--- config.mk ---
export PLATFORM = sky130hd
export DESIGN_NAME = fabric_config_loader
export DESIGN_NICKNAME = d
export VERILOG_FILES = /design/src/rtl/fabric_config_loader.sv
export SDC_FILE = /design/constraint.sdc
export NUM_CORES = 1
export LEC_CHECK = 0
export CORE_UTILIZATION = 31
export DETAILED_ROUTE_END_ITERATION = 10
export PLACE_DENSITY = 0.6
export SLEW_MARGIN = 25
export SYNTH_ARGS = -nofsm -noshare
export SYNTH_HDL_FRONTEND = slang
export SYNTH_SLANG_ARGS = --single-unit
--- constraint.sdc ---
create_clock -name clk -period 4.4 [get_ports clk]
set_input_delay 1.1 -clock clk [delete_from_list [all_inputs] [get_ports clk]]
set_output_delay 1.1 -clock clk [all_outputs]
set_load 0.01 [all_outputs]
--- src/rtl/fabric_config_loader.sv ---
// fabric_config_loader: receives a configuration frame over the 8-bit input pins,
// writes the cells into a shadow bank, and copies that bank to the active bank in a
// single cycle.
// Optional feature macro: CFG_CHECKSUM_EN adds a trailing XOR checksum word and a
// CHECK state. Without the macro, LOAD goes straight to COMMIT after the last cell.
//
// state  | meaning
// IDLE   | discard words until SYNC_WORD
// LOAD   | write one cell per accepted word into the shadow bank
// CHECK  | compare the trailing checksum word (CFG_CHECKSUM_EN only)
// COMMIT | one cycle: copy shadow to active and pulse cfg_commit_o

`timescale 1ns/1ps

package fabric_config_pkg;
   localparam int NUM_FU_ROWS         = 4;
   localparam int NUM_FU_COLS         = 4;
   localparam int NUM_DATA_INPUT_PINS = 8;
   localparam int FU_COLS_BITS        = $clog2(NUM_FU_COLS);

   localparam logic [2:0] MODE_A_ADD = 3'd0;

   typedef struct packed {
      logic [2:0] mode;
   } fu_program_data_t;

   typedef struct packed {
      logic [FU_COLS_BITS-1:0] a_sel;
      logic [FU_COLS_BITS-1:0] b_sel;
   } sb_program_data_t;
endpackage

module fabric_config_loader
   import fabric_config_pkg::*;
#(
   parameter int                  IN_WIDTH  = NUM_DATA_INPUT_PINS,
   parameter int                  NUM_CELLS = NUM_FU_ROWS * NUM_FU_COLS,
   parameter logic [IN_WIDTH-1:0] SYNC_WORD = 8'hA5
) (
   input  logic                  clk,
   input  logic                  rst,
   input  logic [IN_WIDTH-1:0]   cfg_data_i,
   input  logic                  cfg_valid_i,
   output logic                  cfg_ready_o,
   input  logic                  abort_i,
   output fu_program_data_t      fu_program_o [NUM_CELLS],
   output sb_program_data_t      sb_program_o [NUM_CELLS],
   output logic                  cfg_commit_o,
   output logic                  cfg_loaded_o,
   output logic                  busy_o,
   output logic                  error_o
);

   localparam int CELL_BITS = 3 + 2 * FU_COLS_BITS;
   localparam int IDX_W     = $clog2(NUM_CELLS);
   localparam logic [IDX_W-1:0] LAST_IDX = IDX_W'(NUM_CELLS - 1);

   typedef enum logic [1:0] {IDLE, LOAD, CHECK, COMMIT} state_t;

   state_t                 state_q, state_d;
   logic [IDX_W-1:0]       idx_q;
   logic [CELL_BITS-1:0]   shadow_q [NUM_CELLS];
   logic [CELL_BITS-1:0]   active_q [NUM_CELLS];
   logic                   error_q;
   logic                   loaded_q;
   logic                   xfer;
   logic                   is_sync;
   logic                   rsvd_err;
   logic                   last_cell;
`ifdef CFG_CHECKSUM_EN
   logic [IN_WIDTH-1:0]    csum_q;
`endif

   // abort_i takes priority over any transfer, including a SYNC_WORD seen in IDLE
   assign xfer      = cfg_valid_i && cfg_ready_o && !abort_i;
   assign is_sync   = (cfg_data_i == SYNC_WORD);
   assign rsvd_err  = |cfg_data_i[IN_WIDTH-1:CELL_BITS];
   assign last_cell = (idx_q == LAST_IDX);

   // state register
   always_ff @(posedge clk) begin
      if (rst) state_q <= IDLE;
      else     state_q <= state_d;
   end

   // next-state logic
   always_comb begin
      state_d = state_q;
      case (state_q)
         IDLE: begin
            if (xfer && is_sync) state_d = LOAD;
         end
         LOAD: begin
            if (abort_i)             state_d = IDLE;
            else if (xfer) begin
               if (rsvd_err)         state_d = IDLE;
`ifdef CFG_CHECKSUM_EN
               else if (last_cell)   state_d = CHECK;
`else
               else if (last_cell)   state_d = COMMIT;
`endif
            end
         end
         CHECK: begin
`ifdef CFG_CHECKSUM_EN
            if (abort_i)             state_d = IDLE;
            else if (xfer)           state_d = (cfg_data_i == csum_q) ? COMMIT : IDLE;
`else
            state_d = IDLE;
`endif
         end
         COMMIT: state_d = IDLE;
         default: state_d = IDLE;
      endcase
   end

   // FSM outputs; ready is held low during reset and during the commit cycle
   always_comb begin
      cfg_ready_o  = !rst && (state_q != COMMIT);
      cfg_commit_o = (state_q == COMMIT);
      busy_o       = (state_q != IDLE);
      cfg_loaded_o = loaded_q;
      error_o      = error_q;
   end

   // cell index, checksum, sticky flags, and the shadow and active banks
   always_ff @(posedge clk) begin
      if (rst) begin
         idx_q    <= '0;
         error_q  <= 1'b0;
         loaded_q <= 1'b0;
`ifdef CFG_CHECKSUM_EN
         csum_q   <= '0;
`endif
         for (int i = 0; i < NUM_CELLS; i++) begin
            shadow_q[i] <= '0;
            active_q[i] <= '0;
         end
      end else begin
         case (state_q)
            IDLE: begin
               if (xfer && is_sync) begin
                  idx_q   <= '0;
                  error_q <= 1'b0;
`ifdef CFG_CHECKSUM_EN
                  csum_q  <= '0;
`endif
               end
            end
            LOAD: begin
               if (xfer) begin
                  if (rsvd_err) begin
                     error_q <= 1'b1;
                  end else begin
                     shadow_q[idx_q] <= cfg_data_i[CELL_BITS-1:0];
`ifdef CFG_CHECKSUM_EN
                     csum_q <= csum_q ^ cfg_data_i;
`endif
                     if (!last_cell) idx_q <= idx_q + 1'b1;
                  end
               end
            end
            CHECK: begin
`ifdef CFG_CHECKSUM_EN
               if (xfer && (cfg_data_i != csum_q)) error_q <= 1'b1;
`endif
            end
            COMMIT: begin
               active_q <= shadow_q;
               loaded_q <= 1'b1;
            end
            default: ;
         endcase
      end
   end

   // unpack active cells into the FU and switchbox program structs
   always_comb begin
      for (int i = 0; i < NUM_CELLS; i++) begin
         fu_program_o[i].mode  = active_q[i][2:0];
         sb_program_o[i].a_sel = active_q[i][2+FU_COLS_BITS:3];
         sb_program_o[i].b_sel = active_q[i][CELL_BITS-1:3+FU_COLS_BITS];
      end
   end

endmodule

# [Word-level counts from Yosys, hierarchy flattened]
# Cells that the tools add are included.
[classes] add_sub_neg=1 order_cmp=2 n_eq_ne=13 muxes=18 n_bitwise=2 n_reduce_logical=15
[op_table] cell="112-bit bitwise mux" n=1
[op_table] cell="7-bit demux with 4-bit select" n=1
[op_table] cell="4-bit two-way mux" n=4
[op_table] cell="2-bit != test (second input constant)" n=6
[op_table] cell="2-bit two-way mux" n=5
[op_table] cell="8-bit == test (second input constant)" n=1
[op_table] cell="4-bit one-hot mux with 2 select lines" n=1
[op_table] cell="7-bit two-way mux" n=1
[op_table] cell="2-bit one-hot mux with 3 select lines" n=1
[op_table] cell="3-bit AND reduction" n=2
[op_table] cell="5-bit greater-or-equal comparator (second input constant)" n=1
[op_table] cell="1-bit logical AND" n=5
[op_table] cell="5-bit by 1-bit < comparator with 1-bit output (second input constant)" n=1
[op_table] cell="4-bit NOT with 5-bit output" n=1
[op_table] cell="5-bit AND reduction" n=1
[op_table] cell="4-bit by 1-bit adder with 4-bit output (second input constant)" n=1
[op_table] cell="2-bit == test (second input constant)" n=2
[op_table] cell="4-bit == test (second input constant)" n=1
[op_table] cell="4-bit != test (second input constant)" n=1
[op_table] cell="4-bit AND reduction" n=1
[op_table] cell="2-bit nonzero test" n=2
[op_table] cell="1-bit two-way mux" n=3
[op_table] cell="3-bit != test (second input constant)" n=1
[op_table] cell="2-bit by 1-bit == test with 1-bit output (second input constant)" n=1
[op_table] cell="5 further kinds" n=6
[word_totals] reg_bits=232 in_bits=12 out_inout_bits=117 wordCells=87

# [Depth between registers and ports, before layout]
# Gate-level depths: netlist of run 1.
[depth] word_depth=7 depth_mapped=7 ltp_nobuf=5

# [Worst setup path after synthesis of run 1]
# OpenSTA, ideal clock, no wires.
[synth_path] path_kind="input to output" startpoint="input rst" endpoint="output cfg_ready_o" arrival_time_ps=1868 slack_ps=1432 cell_stages=4 path_buffers=3 cell_sequence="buf_6 > clkbuf_1 > clkbuf_1 > nor2_1"
[synth_between] elab_chain_cells=2
[synth_rtl] item="from (decl)" line_no="41" rtl="input logic rst,"
[synth_rtl] item="1-bit logical NOT" line_no="119" rtl="cfg_ready_o = !rst && (state_q != COMMIT);"
[synth_rtl] item="1-bit logical AND" line_no="119"
[synth_rtl] item="to (decl)" line_no="44" rtl="output logic cfg_ready_o,"
# No other way between the ends.

# [Worst setup path in the final report of run 1]
[layout_path] startpoint="register state_q[1]" endpoint="output cfg_commit_o"
[layout_between] elab_chain_cells=1
[layout_rtl] item="from (decl)" line_no="60" rtl="state_t state_q, state_d;"
[layout_rtl] item="from (signal assigned)" line_no="83" rtl="else state_q <= state_d;"
[layout_rtl] item="2-bit == test" line_no="120" rtl="cfg_commit_o = (state_q == COMMIT);"
[layout_rtl] item="to (decl)" line_no="48" rtl="output logic cfg_commit_o,"
# No other way between the ends.

==> flow_metrics.tcl, run 1 <==
set metrics [dict create \
    vdd_drop_max_v 0.000263 \
    drv_cap 0 \
    r2r_cells 5 \
    final.setup.tns_ns 0 \
    setup_viol 0 \
    rsz0062_at_grt "false" \
    die-area_um2 28300 \
    diodes 0 \
    arrival_ns 2.38 \
    grt_usage 0.149 \
    hp-class "register to register" \
    grt_pass1_vias 6107 \
    hold_depth 2 \
    syn_area_um2 8560 \
    syn_to_final_growth_pct 28.1 \
    r2r_slack_ns 2.13 \
    cp-end-kind "output pin" \
    finalHoldViolations 0 \
    cts_resized 0 \
    synth_nets 949 \
    worstMarginPinSlew_ns 0.896 \
    clock_latency_ns 0.53 \
    fmax_mhz 287 \
    cts_buffers 26 \
    fin_worst_skew_ns 0.0168 \
    fin_util 0.406 \
    ys_ff_latch 232 \
    layout-drive-gt1-share 0.0781 \
    slew_headroom 0.402 \
    postCtsSetupRepairBufs 0 \
    drc 0 \
    finalCritPeriodShare 0.791 \
    layout.nets 1046 \
    fin_crit_ns 3.48 \
    cts_tree "done" \
    vias 6464 \
    ys_types 35 \
    drv_slew 0 \
    clock_sink_count 232 \
    r2r_end "shadow_q[31]" \
    first_iter_violations 432 \
    synth_cells 933 \
    die_w_um 168 \
    cp_max_fo 31 \
    ys_seq_area_frac 0.543 \
    total_leakage_power_nw 4.64 \
    drt_wl_total_um 21300 \
    clk_root_buffer_cell "clkbuf_16" \
    place_hpwl_um 12500 \
    min_to "sb_program_o[56]" \
    power_density_nw_per_um2 402 \
    ios 129 \
    syn_area_per_cell_um2 9.17 \
    drt_first_pass_iters 5 \
    via_per_inst 4.65 \
    cts_hold_buf 0 \
    grt_first_pass_wirelength_um 33700 \
    htreeDepth 1 \
    antenna_left 0 \
    ctsLongestPathBuffers 3 \
    core_area_um2 27000 \
    antenna_found_initial 1 \
    cp_data_required_time_ns 3.30 \
    yosys_warnings 0 \
    start_util 0.317 \
    min_from "shadow_q[103]" \
    rows 60 \
    gp_congestion 0.704 \
    run_status "finished clean" \
    clkTransAtPathRegs_ns 0.07 \
    globalRoute.totalOverflow 0 \
    crit_type "register to output pin" \
    die_h_um 168 \
    grt_max_degree 173 \
    cp-start-kind "register" \
    port_buffers 128 \
    wl_per_cell_um 15.3 \
    rr_startpoint "state_q[0]" \
]
==> worst max-delay path, cell delays in order, from the launching register on <==
cell             delay, ns
dfxtp_1               0.55
nand2_4               0.34
inv_4                 0.35
clkdlybuf4s50_1       0.60
==> layout by cell type, fill, tap and decap left out, types with 2 or more instances in the layout <==
cell             synthesis  routed
a21oi_1                116     116
a31oi_1                  2       2
buf_4                    1      13
clkbuf_1                47       4
clkbuf_16                0      27
clkbuf_8                 0      10
clkdlybuf4s50_1          0     127
clkinv_2                 0       4
dfxtp_1                232     232
ha_1                     4       4
inv_1                    2       2
mux2i_1                112     112
nand2_1                227     226
nand2b_1                 2       2
nand3_1                  4       4
nand3b_1                 2       2
nand4_2                  7       7
nand4_4                  9       9
nand4b_1                 2       2
nor2_1                 119     119
nor2b_1                  3       3
nor3_1                   3       3
nor3b_4                  0       2
nor4bb_1                 2       2
==> how the worst max path moves through the flow <==
stage,startpoint,end,slack [ns],depth (start not counted)
6_report,state_q[1],cfg_commit_o,0.92,3
5_1_grt,state_q[1],cfg_commit_o,0.77,3
2_1_floorplan,rst,cfg_ready_o,1.43,4
3_5_place_dp,cfg_valid_i,shadow_q[89],1.01,5
4_1_cts,state_q[1],cfg_commit_o,0.88,3
3_3_place_gp,cfg_valid_i,shadow_q[84],1.04,5
==> metrics by stage <==
step / total power [mW] / hold WS, ns / cells / setup WS (ns) / cell area, µm²
final: 4.40 / 0.447 / 1391 / 0.918 / 11000
after global routing: 4.57 / 0.463 / 1391 / 0.775 / 11000
after detailed placement: 2.24 / 0.443 / 1343 / 1.01 / 10100
after global placement: 2.24 / 0.437 / 1343 / 1.04 / 10100
after floorplan: 2.20 / 0.432 / 933 / 1.43 / 8560
after CTS: 4.46 / 0.451 / 1391 / 0.878 / 11000
==> power by group <==
group | internal [mW] | total, mW | switching [mW]
logic | 0.0223 | 0.0941 | 0.0718
registers | 2.10 | 2.10 | 0.0000142
clock network | 1.35 | 2.21 | 0.861
total | 3.47 | 4.40 | 0.933
==> final cells by class <==
| cell class | count | area, µm² |
|---|---|---|
| multi-input combinational | 625 | 3580 |
| timing repair buffer | 142 | 1400 |
| clock inverter | 7 | 68.8 |
| fill | 2702 | 16100 |
| sequential | 232 | 4640 |
| clock buffer | 41 | 828 |
| inverter | 3 | 13.8 |
| tap | 341 | 427 |
==> routing by layer <==
metal	GRT usage	routed length [µm]	up-vias
li1	-	-	3266
met1	0.200	10200	3028
met2	0.250	9870	148
met3	0.0252	1010	22
met4	0.0348	225	0
met5	0	0	-
==> flip-flops by register name (all words and copies together) (netlist names) <==
name and count:
shadow_q 112, sb_program_o 64, fu_program_o 48, idx_q 4, state_q 2, cfg_loaded_o 1
error_o 1
==> cell families (layout without fill, tap and decap cells) <==
kind of cell / after synthesis / count (layout) / share of synthesized area
buffers and inverters: 76 / 193 / 0.0412
multiplexers: 112 / 112 / 0.131
adder cells (fa/ha/maj): 4 / 4 / 0.00585
AND/OR/NAND/NOR: 387 / 387 / 0.206
AO/OA/AOI/OAI: 122 / 122 / 0.0727
flip-flops: 232 / 232 / 0.543
==> Yosys cell counts, drive strengths merged <==
cell type  count  area (µm²)
dfxtp        232        4640
nand3b         2        15.0
mux2i        112        1120
and2           1        6.26
nor4b          1        15.0
nor3           4        25.0
nand2b         2        12.5
inv            3        11.3
nor3b          2        25.0
a31oi          2        12.5
clkbuf        48         181
nand3          4        20.0
nor4bb         2        20.0
a21oi        116         581
buf           25         160
nor2b          3        18.8
o21ai          1        5.00
nor2         119         447
o2bb2ai        1        8.76
nand4         16         279
ha             4        50.1
a211oi         1        7.51
and3           1        6.26
or2            1        6.26
nand2        227         852
o21a           1        7.51
nand4b         2        17.5
Power figures use the tool's default switching activity.
==> run 2, diff against run 1 <==
- PLACE_DENSITY: 0.6 -> 0.62
- clock period: 4.4 -> 2.85 ns (I/O delays scaled with it)
==> run 2 against run 1 <==
  * Worst setup slack lost 0.74 ns
  * Cell count fell by 0.14%
  * Clock skew shrank 0.0092 ns
  * Register-to-register slack lost 1.3 ns
  * Global-route usage rose by 0.30 points
  * Critical endpoint is now cfg_ready_o
  * Critical path type unchanged
  * Clock-buffer cell count decreased by 6
==> flow_metrics.tcl, run 2 (synthesized netlist as in run 1, its figures left out) <==
set metrics [dict create \
    ctsLongestPathBuffers 3 \
    finalPower_mw 6.55 \
    grt_max_degree 177 \
    worstMarginPinSlew_ns 0.840 \
    r2r_cells 5 \
    rr_startpoint "state_q[1]" \
    cp-end-kind "output pin" \
    globalRoute.totalOverflow 0 \
    finalCritPeriodShare 0.937 \
    run_status "finished clean" \
    cts_buffers 25 \
    die_h_um 168 \
    slew_headroom 0.440 \
    postCtsSetupRepairBufs 0 \
    cp_slowest_cell "clkdlybuf4s50_1" \
    drv_slew 0 \
    antenna_left 0 \
    ios 129 \
    cts_tree "done" \
    hp-class "register to register" \
    wl_per_cell_um 15.5 \
    fin_worst_skew_ns 0.00767 \
    clk_root_buffer_cell "clkbuf_16" \
    start_util 0.317 \
    diodes 0 \
    grt_usage 0.152 \
    port_buffers 128 \
    setup_viol 0 \
    rows 60 \
    total_leakage_power_nw 4.61 \
    placed_cell_area_um2 10100 \
    die-area_um2 28300 \
    cp-endpoint "cfg_ready_o" \
    max_flop_register "shadow_q" \
    largest_reg_flops 112 \
    crit_type "register to output pin" \
    core_area_um2 27000 \
    die_w_um 168 \
    htreeDepth 1 \
    power_density_nw_per_um2 600 \
    fin_crit_ns 2.67 \
    drt_wl_total_um 21600 \
    layout.nets 1048 \
    fin_ws_ns 0.180 \
    place_hpwl_um 13100 \
    mostFrequentLayoutCells "dfxtp_1, nand2_1, clkdlybuf4s50_1, nor2_1, a21oi_1" \
    cp-start-kind "register" \
    cp_max_fo 27 \
    syn_to_final_growth_pct 27.5 \
    grt_pass1_vias 6127 \
    vdd_drop_max_v 0.000380 \
    r2r_slack_ns 0.85 \
    via_per_inst 4.68 \
    cp_data_required_time_ns 2.14 \
    gp_congestion 0.758 \
    final.setup.tns_ns 0 \
    fmax_mhz 374 \
    rsz0062_at_grt "false" \
    layout-drive-gt1-share 0.0754 \
    arrival_ns 1.96 \
    vias 6501 \
    grt_first_pass_wirelength_um 34200 \
    final_common_cell "dfxtp_1" \
    finalHoldViolations 0 \
    antenna_found_initial 0 \
    crit_start "state_q[1]" \
    first_iter_violations 401 \
    drc 0 \
    dp_slack_ns 0.334 \
    crit_chain "nand2_4, inv_4, nor2_1, clkdlybuf4s50_1" \
    drv_cap 0 \
    clock_latency_ns 0.51 \
    worst_path_largest_cell_delay_ns 0.60 \
    clkTransAtPathRegs_ns 0.06 \
    final_area_um2 10900 \
    drt_first_pass_iters 4 \
    r2r_end "sb_program_o[53]" \
    clock_sink_count 232 \
]
run 2: what timing repair did:
| item | CTS | global route |
|---|---|---|
| endpoints found under the setup margin | 0 | 1 |
| resized for setup | 0 | 1 |
| hold buffers | 0 | 0 |
run 2: worst min-delay path by stage:
stage / start / to / cells past startpoint
floorplan: shadow_q[0] / fu_program_o[0] / 2
global route: shadow_q[74] / sb_program_o[43] / 2
finish: shadow_q[39] / sb_program_o[23] / 2
CTS: shadow_q[57] / fu_program_o[25] / 2
global placement: shadow_q[61] / sb_program_o[32] / 2
detailed placement: shadow_q[74] / sb_program_o[43] / 2
run 2: worst max-delay path, delay by kind of cell (launching register included):
family | cells | cell delay (ns)
simple gates | 2 | 0.35
buf+inv | 2 | 0.71
flops | 1 | 0.38
run 2: stage by stage:
step / hold WS, ns / util / instances
4_1_cts: 0.450 / 0.404 / 1389
2_1_floorplan: 0.432 / - / 933
3_5_place_dp: 0.444 / 0.374 / 1346
6_report: 0.448 / 0.404 / 1389
3_3_place_gp: 0.437 / 0.374 / 1346
5_1_grt: 0.469 / 0.404 / 1389
run 2: routing by layer:
layer  vias to the layer above  track usage  wire, µm  share of wire
li1                       3263            -         -              -
met3                        34       0.0247      1070          0.049
met1                      3043        0.218     10500           0.49
met2                       161        0.237      9580           0.44
met5                         -            0         0              0
met4                         0       0.0383       430          0.020
run 2: power by group:
group | switching (mW) | total, mW | leakage, nW | internal, mW
sequential | 0.00000905 | 3.24 | 1.87 | 3.24
clock | 1.26 | 3.16 | 0.396 | 1.89
combinational | 0.115 | 0.151 | 2.35 | 0.0366
total | 1.38 | 6.55 | 4.61 | 5.17
run 2: cell type report:
type | instances | area (µm²)
clock buffer | 35 | 703
sequential | 232 | 4650
clock inverter | 8 | 93.8
inverter | 3 | 13.8
tap | 341 | 427
fill | 2688 | 16100
multi-input combinational | 625 | 3580
timing repair buffer | 145 | 1450
==> run 3, diff against run 2 <==
- RECOVER_POWER: unset -> 25
==> run 3 against run 2 <==
  * Maximum frequency increased by 0.28%
  * Die area unchanged
  * First-iteration DRC count increased by 0.50%
  * Combinational power about the same
  * Sequential share of layout area increased by 0.56 points
  * Non-clock buffer count unchanged
  * Register-to-register slack got worse by 0.24 ns
  * Critical path type unchanged
  * Largest power group unchanged
==> flow_metrics.tcl, run 3 (synthesized netlist as in run 1, its figures left out) <==
set metrics [dict create \
    run_status "finished clean" \
    dp_slack_ns 0.334 \
    clk_root_buffer_cell "clkbuf_16" \
    cp_slowest_cell "clkdlybuf4s50_1" \
    core_area_um2 27000 \
    vdd_drop_max_v 0.000383 \
    vias 6509 \
    diodes 0 \
    ctsLongestPathBuffers 3 \
    fin_worst_skew_ns 0.0122 \
    fin_ws_ns 0.187 \
    regArea_um2 4650 \
    start_util 0.317 \
    grt_pass1_vias 6127 \
    cts_hold_buf 0 \
    drt_first_pass_iters 4 \
    gp_congestion 0.758 \
    crit_type "register to output pin" \
    antenna_left 0 \
    power_density_nw_per_um2 608 \
    r2r_slack_ns 0.61 \
    grt_first_pass_wirelength_um 34200 \
    clock_sink_count 232 \
    ios 129 \
    fin_crit_ns 2.66 \
    via_per_inst 4.69 \
    drv_cap 0 \
    drv_slew 0 \
    crit_chain "nand2_4, inv_4, nor2_1, clkdlybuf4s50_1" \
    setup_viol 0 \
    mostFrequentLayoutCells "dfxtp_1, nand2_1, clkdlybuf4s50_1, nor2_1, a21oi_1" \
    globalRoute.totalOverflow 0 \
    path_buf_inv 2 \
    syn_to_final_growth_pct 25.9 \
    multiInputGateArea_um2 3450 \
    finalPower_mw 6.55 \
    place_hpwl_um 13100 \
    clock_latency_ns 0.51 \
    max_flop_register "shadow_q" \
    cp-start-kind "register" \
    clkTransAtPathRegs_ns 0.06 \
    grt_max_degree 177 \
    die_w_um 168 \
    cp-end-kind "output pin" \
    fill_cells 2709 \
    final_common_cell "dfxtp_1" \
    antenna_found_initial 0 \
    critPathTopFamily "buffers and inverters" \
    largest_reg_flops 112 \
    die_h_um 168 \
    cp_data_required_time_ns 2.14 \
    slew_headroom 0.122 \
    rows 60 \
    finalCritPeriodShare 0.934 \
    wl_per_cell_um 15.6 \
    grt_usage 0.152 \
    cts_tree "done" \
    finalHoldViolations 0 \
    rsz0062_at_grt "false" \
    cp_max_fo 27 \
    cts_buffers 25 \
    hp-class "register to register" \
    port_buffers 128 \
    drc 0 \
    arrival_ns 1.95 \
    die-area_um2 28300 \
    fin_util 0.398 \
    total_leakage_power_nw 4.51 \
    worst_path_largest_cell_delay_ns 0.60 \
    fmax_mhz 376 \
    drt_wl_total_um 21700 \
    htreeDepth 1 \
    worstMarginPinSlew_ns 1.32 \
    layout-drive-gt1-share 0.0649 \
    final.setup.tns_ns 0 \
    first_iter_violations 403 \
    layout.nets 1048 \
]
run 3: final timing paths:
check | to | depth (start not counted) | from
worst max register to register | fu_program_o[20] | 5 | state_q[1]
worst max-delay path | cfg_ready_o | 4 | state_q[1]
worst min-delay path | fu_program_o[30] | 2 | shadow_q[70]
worst min register to register | fu_program_o[30] | 2 | shadow_q[70]
run 3: power by group:
part / total, mW / internal [mW] / switching, mW
Clock: 3.15 / 1.89 / 1.26
Sequential: 3.24 / 3.24 / 0.00000897
Combinational: 0.148 / 0.0356 / 0.112
Total: 6.55 / 5.17 / 1.38
run 3: stage by stage:
| step | cell area (µm²) | cells | hold WS (ns) |
|---|---|---|---|
| final | 10800 | 1389 | 0.448 |
| after global routing | 10800 | 1389 | 0.469 |
| after CTS | 10900 | 1389 | 0.450 |
| after detailed placement | 10100 | 1346 | 0.444 |
| after global placement | 10100 | 1346 | 0.437 |
| after floorplan | 8560 | 933 | 0.432 |
run 3: layer usage:
metal	vias up	wire (µm)	global-route usage
met5	-	0	0
met4	0	412	0.0383
met3	32	1010	0.0247
met2	170	9560	0.237
met1	3042	10700	0.218
li1	3265	-	-
run 3: cell type report:
cell class,count,area share
clock inverters,8,0.00871
flip-flops and latches,232,0.431
repair buffers,145,0.134
multi-input cells,625,0.320
clock buffers,35,0.0653
well taps,341,0.0396
inverters,3,0.00128
run 3: tightest hold or removal path, cell delays in order (launching register included):
cell	delay, ns
dfxtp_1	0.31
nand2_1	0.05
a21oi_1	0.05
run 3: repair_timing:
item,4_1_cts,5_1_grt
hold endpoints to repair,0,0
gates resized for setup,0,1
endpoints found under the setup margin,0,1
buffers inserted,0,0
